===== src/rtl/prim_secded_pkg.sv =====
// Shared constants and helpers for the inverted Hsiao SECDED(64,57) encoder and decoder.
package prim_secded_pkg;

    localparam int unsigned SecdedN = 64;
    localparam int unsigned SecdedK = 57;
    localparam int unsigned SecdedM = 7;

    // Fixed pattern XORed onto stored codewords so all-zero and all-one words are never valid
    localparam logic [SecdedN-1:0] SecdedInv = 64'h5400000000000000;

    // Data-bit participation masks for each syndrome bit; check bit 57+k is added separately
    localparam logic [SecdedN-1:0] SynMask [SecdedM] = '{
        64'h0103fff800007fff,
        64'h017c1ff801ff801f,
        64'h01bde1f87e0781e1,
        64'h01deee3b8e388e22,
        64'h01ef76cdb2c93244,
        64'h01f7bb56d5525488,
        64'h01fbdda769a46910
    };

    // Syndrome of an already de-inverted codeword
    function automatic logic [SecdedM-1:0] secded_syndrome(input logic [SecdedN-1:0] cw);
        logic [SecdedM-1:0] syn;
        syn = '0;
        for (int k = 0; k < int'(SecdedM); k++) begin
            syn[3'(k)] = ^(cw & (SynMask[3'(k)] | (64'd1 << (SecdedK + 32'(k)))));
        end
        return syn;
    endfunction

    // H-matrix column for codeword bit idx (data bits first, then unit vectors for check bits)
    function automatic logic [SecdedM-1:0] secded_h_column(input logic [5:0] idx);
        logic [SecdedM-1:0] col;
        col = '0;
        if (idx < 6'd57) begin
            for (int k = 0; k < int'(SecdedM); k++) begin
                col[3'(k)] = SynMask[3'(k)][idx];
            end
        end else begin
            col = 7'd1 << (idx - 6'd57);
        end
        return col;
    endfunction

endpackage


===== src/rtl/prim_secded_inv_64_57_dec_pipe_if.sv =====
// Valid/ready streaming bus between a codeword source and the decoder pipeline.
interface prim_secded_inv_64_57_dec_pipe_if;
    import prim_secded_pkg::*;

    logic                   in_valid_i;
    logic                   in_ready_o;
    logic [SecdedN-1:0]     in_data_i;
    logic                   out_valid_o;
    logic                   out_ready_i;
    logic [SecdedK-1:0]     out_data_o;
    logic [SecdedM-1:0]     out_syndrome_o;
    logic [1:0]             out_err_o;

    // Source / sink side
    modport master (
        output in_valid_i, in_data_i, out_ready_i,
        input  in_ready_o, out_valid_o, out_data_o, out_syndrome_o, out_err_o
    );

    // Decoder side
    modport slave (
        input  in_valid_i, in_data_i, out_ready_i,
        output in_ready_o, out_valid_o, out_data_o, out_syndrome_o, out_err_o
    );

endinterface


===== src/rtl/prim_secded_inv_64_57_dec.sv =====
// Combinational correct/classify core: flips the data bit whose H column matches the syndrome.
module prim_secded_inv_64_57_dec
    import prim_secded_pkg::*;
(
    input  logic [SecdedK-1:0] cw_data,
    input  logic [SecdedM-1:0] syndrome,
    output logic [SecdedK-1:0] data_c,
    output logic [1:0]         err_c
);

    // Correction: an odd syndrome that matches no column leaves the data untouched
    always_comb begin
        data_c = cw_data;
        for (int i = 0; i < int'(SecdedK); i++) begin
            data_c[6'(i)] = cw_data[6'(i)] ^ (syndrome == secded_h_column(6'(i)));
        end
    end

    // Classification: odd weight is single, nonzero even weight is double
    always_comb begin
        err_c    = '0;
        err_c[0] = ^syndrome;
        err_c[1] = (syndrome != '0) & ~(^syndrome);
    end

endmodule


===== src/rtl/prim_secded_inv_64_57_dec_pipe.sv =====
// Two-stage elastic SECDED(64,57) inverted decoder with saturating error counters and
// a sticky first-error syndrome capture.
module prim_secded_inv_64_57_dec_pipe
    import prim_secded_pkg::*;
#(
    parameter int unsigned CntW = 16
) (
    input  logic                        clk_i,
    input  logic                        rst_i,
    prim_secded_inv_64_57_dec_pipe_if.slave bus,
    input  logic                        cnt_clr_i,
    output logic [CntW-1:0]             single_cnt_o,
    output logic [CntW-1:0]             double_cnt_o,
    output logic                        first_syn_valid_o,
    output logic [SecdedM-1:0]          first_syn_o
);

    localparam logic [CntW-1:0] CntMax = '1;

    logic [SecdedN-1:0] cw_c;
    logic [SecdedM-1:0] syn_c;
    logic               s1_load_c;
    logic               s2_load_c;
    logic               xfer_c;

    logic               s1_valid_q;
    logic [SecdedK-1:0] s1_data_q;
    logic [SecdedM-1:0] s1_syn_q;

    logic               s2_valid_q;
    logic [SecdedK-1:0] s2_data_q;
    logic [SecdedM-1:0] s2_syn_q;
    logic [1:0]         s2_err_q;

    logic [SecdedK-1:0] corr_data_c;
    logic [1:0]         corr_err_c;

    logic [CntW-1:0]    single_cnt_q;
    logic [CntW-1:0]    double_cnt_q;
    logic               first_valid_q;
    logic [SecdedM-1:0] first_syn_q;

    // Remove the inversion and compute the syndrome ahead of stage 1
    always_comb begin
        cw_c  = bus.in_data_i ^ SecdedInv;
        syn_c = secded_syndrome(cw_c);
    end

    // Elastic load conditions; stage 1 refills in the same cycle stage 2 drains
    always_comb begin
        s2_load_c = ~s2_valid_q | bus.out_ready_i;
        s1_load_c = ~s1_valid_q | s2_load_c;
        xfer_c    = s2_valid_q & bus.out_ready_i;
    end

    assign bus.in_ready_o = s1_load_c;

    prim_secded_inv_64_57_dec u_core (
        .cw_data  (s1_data_q),
        .syndrome (s1_syn_q),
        .data_c   (corr_data_c),
        .err_c    (corr_err_c)
    );

    // Pipeline registers; payload only moves when a valid word advances
    always_ff @(posedge clk_i) begin
        if (rst_i) begin
            s1_valid_q <= 1'b0;
            s1_data_q  <= '0;
            s1_syn_q   <= '0;
            s2_valid_q <= 1'b0;
            s2_data_q  <= '0;
            s2_syn_q   <= '0;
            s2_err_q   <= '0;
        end else begin
            if (s1_load_c) begin
                s1_valid_q <= bus.in_valid_i;
                if (bus.in_valid_i) begin
                    s1_data_q <= cw_c[SecdedK-1:0];
                    s1_syn_q  <= syn_c;
                end
            end
            if (s2_load_c) begin
                s2_valid_q <= s1_valid_q;
                if (s1_valid_q) begin
                    s2_data_q <= corr_data_c;
                    s2_syn_q  <= s1_syn_q;
                    s2_err_q  <= corr_err_c;
                end
            end
        end
    end

    assign bus.out_valid_o    = s2_valid_q;
    assign bus.out_data_o     = s2_data_q;
    assign bus.out_syndrome_o = s2_syn_q;
    assign bus.out_err_o      = s2_err_q;

    // Status counters and first-error capture; clear wins over a same-cycle event
    always_ff @(posedge clk_i) begin
        if (rst_i || cnt_clr_i) begin
            single_cnt_q  <= '0;
            double_cnt_q  <= '0;
            first_valid_q <= 1'b0;
            first_syn_q   <= '0;
        end else if (xfer_c) begin
            if (s2_err_q[0] && (single_cnt_q != CntMax)) begin
                single_cnt_q <= single_cnt_q + CntW'(1);
            end
            if (s2_err_q[1] && (double_cnt_q != CntMax)) begin
                double_cnt_q <= double_cnt_q + CntW'(1);
            end
            if (!first_valid_q && (s2_syn_q != '0)) begin
                first_valid_q <= 1'b1;
                first_syn_q   <= s2_syn_q;
            end
        end
    end

    assign single_cnt_o      = single_cnt_q;
    assign double_cnt_o      = double_cnt_q;
    assign first_syn_valid_o = first_valid_q;
    assign first_syn_o       = first_syn_q;

endmodule


===== src/flat_wrapper.sv =====
// flat-port wrapper written by rule: the top's interface ports become plain ports
module prim_secded_inv_64_57_dec_pipe_flat import prim_secded_pkg::*;
#(
    parameter int unsigned CntW = 16
)
  (clk_i, rst_i, cnt_clr_i, single_cnt_o, double_cnt_o, first_syn_valid_o, first_syn_o, bus_in_valid_i, bus_in_data_i, bus_out_ready_i, bus_in_ready_o, bus_out_valid_o, bus_out_data_o, bus_out_syndrome_o, bus_out_err_o);
  prim_secded_inv_64_57_dec_pipe_if bus_i ();
  input  logic clk_i;
  input  logic rst_i;
  input  logic cnt_clr_i;
  output logic [CntW-1:0] single_cnt_o;
  output logic [CntW-1:0] double_cnt_o;
  output logic first_syn_valid_o;
  output logic [SecdedM-1:0] first_syn_o;
  input wire logic [$bits(bus_i.in_valid_i)-1:0] bus_in_valid_i;
  input wire logic [$bits(bus_i.in_data_i)-1:0] bus_in_data_i;
  input wire logic [$bits(bus_i.out_ready_i)-1:0] bus_out_ready_i;
  output wire logic [$bits(bus_i.in_ready_o)-1:0] bus_in_ready_o;
  output wire logic [$bits(bus_i.out_valid_o)-1:0] bus_out_valid_o;
  output wire logic [$bits(bus_i.out_data_o)-1:0] bus_out_data_o;
  output wire logic [$bits(bus_i.out_syndrome_o)-1:0] bus_out_syndrome_o;
  output wire logic [$bits(bus_i.out_err_o)-1:0] bus_out_err_o;
  assign bus_i.in_valid_i = bus_in_valid_i;
  assign bus_i.in_data_i = bus_in_data_i;
  assign bus_i.out_ready_i = bus_out_ready_i;
  assign bus_in_ready_o = bus_i.in_ready_o;
  assign bus_out_valid_o = bus_i.out_valid_o;
  assign bus_out_data_o = bus_i.out_data_o;
  assign bus_out_syndrome_o = bus_i.out_syndrome_o;
  assign bus_out_err_o = bus_i.out_err_o;
  prim_secded_inv_64_57_dec_pipe #(.CntW(CntW)) u_core (.clk_i(clk_i), .rst_i(rst_i), .bus(bus_i), .cnt_clr_i(cnt_clr_i), .single_cnt_o(single_cnt_o), .double_cnt_o(double_cnt_o), .first_syn_valid_o(first_syn_valid_o), .first_syn_o(first_syn_o));
endmodule

===== config.mk =====
export PLATFORM = sky130hd
export DESIGN_NAME = prim_secded_inv_64_57_dec_pipe_flat
export DESIGN_NICKNAME = d
export VERILOG_FILES = /design/src/rtl/prim_secded_pkg.sv /design/src/rtl/prim_secded_inv_64_57_dec_pipe_if.sv /design/src/rtl/prim_secded_inv_64_57_dec.sv /design/src/rtl/prim_secded_inv_64_57_dec_pipe.sv /design/src/flat_wrapper.sv
export SDC_FILE = /design/constraint.sdc
export NUM_CORES = 1
export LEC_CHECK = 0
export ABC_AREA = 1
export CAP_MARGIN = 0
export CORE_MARGIN = 4
export CORE_UTILIZATION = 50
export DETAILED_ROUTE_END_ITERATION = 12
export GPL_TIMING_DRIVEN = 1
export HOLD_SLACK_MARGIN = 0.03
export PLACE_DENSITY = 0.78
export SKIP_CTS_REPAIR_TIMING = 1
export SYNTH_ARGS = -nofsm -noshare
export SYNTH_HDL_FRONTEND = slang
export SYNTH_SLANG_ARGS = --single-unit

===== constraint.sdc =====
create_clock -name clk_i -period 2.3 [get_ports clk_i]
set_input_delay 0.345 -clock clk_i [delete_from_list [all_inputs] [get_ports clk_i]]
set_output_delay 0.345 -clock clk_i [all_outputs]
set_load 0.05 [all_outputs]

* Word level (Yosys, flattened, before mapping)
Cells that the tools add are included.
** Word-level totals
- Output and inout bits :: 108
- Bits in registers :: 163
- Input port bits :: 69
- Word-level logic and storage cells :: 86
** Operators by class
- Bitwise gates (word level) :: 40
- Equal/unequal tests :: 16
- Add/subtract/negate cells :: 2
- Reductions and logical operators :: 17
** Operator list (count)
- XOR reduction 64 bit :: 4
- adder 16 x 1 -> 16 bit (second input constant) :: 2
- != test 16 bit (second input constant) :: 2
- XOR 1 bit :: 32
- equality test 4 bit (second input constant) :: 7
- equality test 4 x 3 -> 1 bit (second input constant) :: 4
- nonzero test 7 bit :: 2
- AND reduction 2 bit :: 5
- equality test 4 x 2 -> 1 bit (second input constant) :: 2
- XOR reduction 7 bit :: 1
- equality test 4 x 1 -> 1 bit (second input constant) :: 1
- logical AND 1 bit :: 3
- NOT 1 bit :: 3
- bitwise AND 1 bit :: 2
- NOT 2 bit :: 1
- bitwise OR 1 bit :: 2
- zero test 1 bit :: 1
- logical OR 1 bit :: 1

* Longest topological paths before layout
- Depth in word-level cells :: 4
- Gate-level depth with buffers :: 16
- Gate-level depth less buffers :: 16

* Modules after synthesis
Synthesis repeated with hierarchy kept, for this count alone.
** Unflattened totals
- Cells, all modules :: 1309
- Area, all modules :: 8729.6 um^2
** Modules (own cells, without submodules)
- prim_secded_inv_64_57_dec_pipe :: instances 1, cells an instance 1169, sequential area each 3263.1 um^2, area each 7771.2 um^2
- prim_secded_inv_64_57_dec :: instances 1, cells an instance 140, sequential area each 0.0 um^2, area each 958.4 um^2

* Worst setup path before layout
No wires, ideal clock.
- Kind :: register -> register
- Start point :: register u_core.s2_valid_q (netlist: u_core.bus.out_valid_o)
- End point :: register u_core.s1_data_q[32]
- Cell stages (with the launch flop) :: 8
- Setup time :: 0.128 ns
- Data arrival time :: 2.076 ns
- Slack :: 0.095 ns
- Data required time :: 2.172 ns
- Buffers on the path :: 2
- Period minus slack after synthesis :: 2.205 ns
- Path through :: dfxtp_1 -> nand3_1 -> nand2_1 -> inv_1 -> buf_2 -> clkbuf_1 -> o21ai_0 -> a21oi_1
** Between the ends
- Cells in the longest elaborated chain, start to end :: 4
** Ends and longest elaborated chain
- start, declared :: line prim_secded_inv_64_57_dec_pipe.sv:30 : logic s2_valid_q;
- start signal, assigned :: line prim_secded_inv_64_57_dec_pipe.sv:84 : s2_valid_q <= s1_valid_q;
- NOT 1 bit :: line prim_secded_inv_64_57_dec_pipe.sv:51 : s2_load_c = ~s2_valid_q | bus.out_ready_i;
- bitwise OR 1 bit :: line prim_secded_inv_64_57_dec_pipe.sv:51
- bitwise OR 1 bit :: line prim_secded_inv_64_57_dec_pipe.sv:52 : s1_load_c = ~s1_valid_q | s2_load_c;
- net bus_in_ready_o :: line flat_wrapper.sv:18 : output wire logic [$bits(bus_i.in_ready_o)-1:0] bus_in_ready_o;
- AND reduction 2 bit (no source line)
- end signal, assigned :: line prim_secded_inv_64_57_dec_pipe.sv:79 : s1_data_q <= cw_c[SecdedK-1:0];
- end, declared :: line prim_secded_inv_64_57_dec_pipe.sv:27 : logic [SecdedK-1:0] s1_data_q;
The timed path passes the listed nets, and every way through them passes these cells.
A chain may end at the register's enable or synchronous reset.

* Final worst setup path
- Start point :: register u_core.double_cnt_q[8] (netlist: u_core.double_cnt_o[8])
- End point :: output port double_cnt_o[8]
** RTL lines
- start, declared :: line prim_secded_inv_64_57_dec_pipe.sv:39 : logic [CntW-1:0] double_cnt_q;
- start signal, assigned :: line prim_secded_inv_64_57_dec_pipe.sv:111 : double_cnt_q <= double_cnt_q + CntW'(1);
- end, declared :: line flat_wrapper.sv:12 : output logic [CntW-1:0] double_cnt_o;
No word-level cell between the ends.

==> reports/metrics.json <==
{
  "setup_path": {
    "crit_family": "buffers and inverters",
    "crit_path_end_kind": "output pin",
    "cp_data_required_time_ps": 1960,
    "critical-path-max-stage-delay_ps": 840,
    "worst_case_register_to_register_setup_slack_ps": 330,
    "worstPathBufferInverterCount": 1,
    "worstPathArrival_ps": 1690,
    "crit_path_max_fanout": 5,
    "cp_cell_sequence": "clkdlybuf4s50_1",
    "slowest_stage": "sky130_fd_sc_hd__clkdlybuf4s50_1",
    "reg2regPathDepth": 9,
    "timing.rr.start": "u_core.double_cnt_o[0]",
    "start_kind": "flop",
    "timing.setup.critical_path_class": "reg2out",
    "regToRegEndpoint": "u_core.double_cnt_o[6]"
  },
  "route": {
    "detailroute.via_count": 7836,
    "detail_route.wl_per_cell_um": 13.6,
    "detail_route.vias_per_cell": 5.01,
    "dr.first_iter.drc_count": 498,
    "drt_pre_antenna_iters": 5,
    "detail_route.drc_violations": 0,
    "drt.antenna.violating_nets": 0,
    "total_wirelength_um": 21300
  },
  "worst_hold_path": {
    "worst_hold_path_endpoint": "u_core.single_cnt_o[4]",
    "count_of_cells_along_the_worst_hold_path": 2,
    "worst_hold_startpoint": "u_core.single_cnt_o[4]",
    "worstHoldPathType": "reg2reg"
  },
  "cells_and_area": {
    "layout.filler_cells": 1459,
    "layout_overhead_on_the_synthesized_area_pct": 29.9,
    "post_route_cells_drive_above_1_share": 0.0534,
    "antenna_cells": 0,
    "design_area_um2": 10600,
    "nNetsFinal": 1414
  },
  "floorplan": {
    "std_cell_rows": 46,
    "die_height_um": 136,
    "die_width_um": 136,
    "die-area_um2": 18500,
    "effective_utilization_at_floorplan": 0.512,
    "ioPinCount": 177,
    "floorplan.core_area_um2": 16000
  },
  "power": {
    "ir_drop_uv": 565,
    "p_leak_uw": 0.00455,
    "cellPowerDensity_nw_per_um2": 719,
    "total_power_uw": 7660
  },
  "logic_synthesis": {
    "synthesis.instances": 1185,
    "synth.mux.area_fraction": 0,
    "post_synth_xor_area_fraction": 0.0897,
    "syn_area_per_cell_um2": 6.92,
    "yosysSeqAreaShare": 0.398,
    "yosys.cell_types.count": 37,
    "synth_compound_gate_area_share": 0.148,
    "ys.warnings.count": 0,
    "synth_seq_cells": 163,
    "synth-adder-area-share": 0.0153,
    "area_of_the_mapped_netlist_um2": 8200,
    "synth-simple-area-share": 0.265,
    "dominant_combinational_cell_family_by_area_after_synthesis": "simple AND/OR/NAND/NOR gates"
  },
  "timing": {
    "final.hold.worst_slack_ps": 466,
    "number_of_setup_violations_in_the_final_report": 0,
    "grt_setup_unrepaired": "no",
    "min_period_over_period": 0.885,
    "slew-limit-headroom": 0.627,
    "slew_violations": 0,
    "clock_skew_ps": 7.20,
    "final.min_clock_period_ps": 2040,
    "worst_slack_ps": 265,
    "fmax_mhz": 491,
    "finalHoldViolCount": 0,
    "worstMarginPinSlew_ps": 558,
    "fin_setup_tns_ps": 0
  },
  "cts": {
    "cts-root-buf": "sky130_fd_sc_hd__clkbuf_16",
    "worstSkewPairLatency_ps": 430,
    "clock_buffers_created_by_tritoncts": 17,
    "cts_tree": "done",
    "cts.path.max_buffers": 2,
    "h-tree-depth": 4,
    "clk_pin_slew_worst_setup_hold_paths_ps": 60,
    "clock_sinks": 163
  },
  "job": {
    "max-cap-violations": 0
  },
  "grt": {
    "number_of_antenna_violations_at_the_first_check_in_global_routing": 0,
    "first_global_vias": 7201,
    "grt_max_degree": 71,
    "grt_first_pass_wirelength_um": 34500,
    "global_route.usage.total": 0.232,
    "grt.overflow.total": 0
  },
  "run_status": {
    "status": "completed"
  },
  "place": {
    "dp_slack_ps": 174,
    "placement.cell_area_um2": 10000,
    "hpwl_um": 15700,
    "numPortBuffers": 167,
    "place_congestion": 0.906
  }
}
## report_power, final
group | leakage [µW] | switching [µW] | internal (µW)
Sequential | 0.00134 | 105 | 2990
Combinational | 0.00293 | 1040 | 588
Clock | 0.000284 | 1210 | 1720
## how the worst max path moves through the flow
stage               slack [ps]                     end  depth (start not counted)                     from
floorplan                  100    u_core.s1_data_q[32]                          7   u_core.bus.out_valid_o
global placement           200      u_core.s1_syn_q[2]                         14        bus_in_data_i[56]
detailed placement         170      u_core.s1_syn_q[3]                         13         bus_in_data_i[9]
CTS                        240        single_cnt_o[15]                          1  u_core.single_cnt_o[15]
global route               130  u_core.double_cnt_o[6]                          9   u_core.double_cnt_o[0]
finish                     260         double_cnt_o[8]                          1   u_core.double_cnt_o[8]
## per-stage QoR
stage / utilization / cells
floorplan: - / 1190
global placement: 0.628 / 1532
detailed placement: 0.628 / 1532
CTS: 0.665 / 1564
global route: 0.665 / 1564
finish: 0.665 / 1564
## per-layer routing
layer	vias to the layer above	GRT usage	routed length [µm]
met1	3494	0.300	9710
met4	0	0.0717	375
li1	4095	-	-
met3	32	0.0507	1260
met2	215	0.386	10000
met5	-	0	0
## cells in the mapped netlist
library cell | count | share of area
sky130_fd_sc_hd__nand2_1 | 288 | 0.13
sky130_fd_sc_hd__dfxtp_1 | 163 | 0.40
sky130_fd_sc_hd__o21ai_0 | 136 | 0.083
sky130_fd_sc_hd__nor2_1 | 132 | 0.060
sky130_fd_sc_hd__inv_1 | 102 | 0.047
sky130_fd_sc_hd__a21oi_1 | 97 | 0.059
sky130_fd_sc_hd__nand3_1 | 61 | 0.037
sky130_fd_sc_hd__xor2_1 | 58 | 0.062
sky130_fd_sc_hd__clkbuf_1 | 33 | 0.015
sky130_fd_sc_hd__xnor2_1 | 26 | 0.028
sky130_fd_sc_hd__buf_2 | 12 | 0.0073
sky130_fd_sc_hd__ha_1 | 10 | 0.015
sky130_fd_sc_hd__nor3_1 | 8 | 0.0049
sky130_fd_sc_hd__buf_4 | 7 | 0.0064
sky130_fd_sc_hd__inv_2 | 7 | 0.0032
sky130_fd_sc_hd__nand2_2 | 6 | 0.0046
sky130_fd_sc_hd__nand4_1 | 6 | 0.0046
sky130_fd_sc_hd__a31oi_1 | 4 | 0.0031
sky130_fd_sc_hd__nand3b_1 | 4 | 0.0037
sky130_fd_sc_hd__buf_6 | 3 | 0.0041
sky130_fd_sc_hd__and3_1 | 2 | 0.0015
sky130_fd_sc_hd__nand3_2 | 2 | 0.0024
sky130_fd_sc_hd__nor2_2 | 2 | 0.0015
sky130_fd_sc_hd__nor3b_1 | 2 | 0.0018
sky130_fd_sc_hd__nor4_1 | 2 | 0.0015
sky130_fd_sc_hd__a211oi_1 | 1 | 0.00092
sky130_fd_sc_hd__clkinv_1 | 1 | 0.00046
sky130_fd_sc_hd__conb_1 | 1 | 0.00046
sky130_fd_sc_hd__nor3_2 | 1 | 0.0012
sky130_fd_sc_hd__nor3b_2 | 1 | 0.0015
sky130_fd_sc_hd__nor4_2 | 1 | 0.0015
sky130_fd_sc_hd__nor4_4 | 1 | 0.0026
sky130_fd_sc_hd__o21bai_1 | 1 | 0.00092
sky130_fd_sc_hd__o31ai_1 | 1 | 0.00092
sky130_fd_sc_hd__or2_0 | 1 | 0.00076
sky130_fd_sc_hd__or2_1 | 1 | 0.00076
sky130_fd_sc_hd__or2_2 | 1 | 0.00076
## cell usage in the layout, fill, tap and decap left out, types with 2 or more instances in the layout
| cell | instances |
|---|---|
| sky130_fd_sc_hd__nor4_1 | 2 |
| sky130_fd_sc_hd__nand2_1 | 288 |
| sky130_fd_sc_hd__xnor2_1 | 26 |
| sky130_fd_sc_hd__a31oi_1 | 4 |
| sky130_fd_sc_hd__clkdlybuf4s50_1 | 166 |
| sky130_fd_sc_hd__clkinv_2 | 3 |
| sky130_fd_sc_hd__clkinvlp_4 | 5 |
| sky130_fd_sc_hd__o21ai_0 | 136 |
| sky130_fd_sc_hd__inv_2 | 10 |
| sky130_fd_sc_hd__nand3_2 | 2 |
| sky130_fd_sc_hd__nand4_1 | 6 |
| sky130_fd_sc_hd__inv_6 | 3 |
| sky130_fd_sc_hd__buf_4 | 11 |
| sky130_fd_sc_hd__nor2_2 | 2 |
| sky130_fd_sc_hd__inv_1 | 99 |
| sky130_fd_sc_hd__nor3_1 | 8 |
| sky130_fd_sc_hd__xor2_1 | 58 |
| sky130_fd_sc_hd__bufinv_16 | 3 |
| sky130_fd_sc_hd__nand3b_1 | 4 |
| sky130_fd_sc_hd__nand3_1 | 61 |
| sky130_fd_sc_hd__nand2_2 | 6 |
| sky130_fd_sc_hd__buf_12 | 4 |
| sky130_fd_sc_hd__ha_1 | 10 |
| sky130_fd_sc_hd__nor3b_1 | 2 |
| sky130_fd_sc_hd__nor2_1 | 132 |
| sky130_fd_sc_hd__a21oi_1 | 97 |
| sky130_fd_sc_hd__clkbuf_16 | 17 |
| sky130_fd_sc_hd__conb_1 | 6 |
| sky130_fd_sc_hd__dfxtp_1 | 163 |
| sky130_fd_sc_hd__and3_1 | 2 |
## flip-flops by register name, indices dropped and copies added (netlist names)
register                   cells
u_core.bus.out_data_o         57
u_core.s1_data_q              57
u_core.double_cnt_o           16
u_core.single_cnt_o           16
u_core.bus.out_syndrome_o      4
u_core.first_syn_o             4
u_core.s1_syn_q                4
u_core.bus.out_err_o           2
u_core.bus.out_valid_o         1
u_core.first_syn_valid_o       1
u_core.s1_valid_q              1
## logic make-up after synthesis
group,Yosys count
and+or+nand+nor,522
AOI/OAI and AO/OA,240
buffers and inverters,165
DFF,163
xor gates and xnor gates,84
adders and majority gates,10
other,1
## cell type report
class                           count  area [µm²]  area share
Sequential cell                   163        3260       0.306
Clock buffer                       17         425      0.0400
Timing Repair Buffer              181        1820       0.171
Multi-Input combinational cell    862        4270       0.401
Inverter                          110         413      0.0388
Clock inverter                     15         180      0.0169
Tap cell                          216         270      0.0254
No activity file was read; power rests on OpenSTA's default activity.
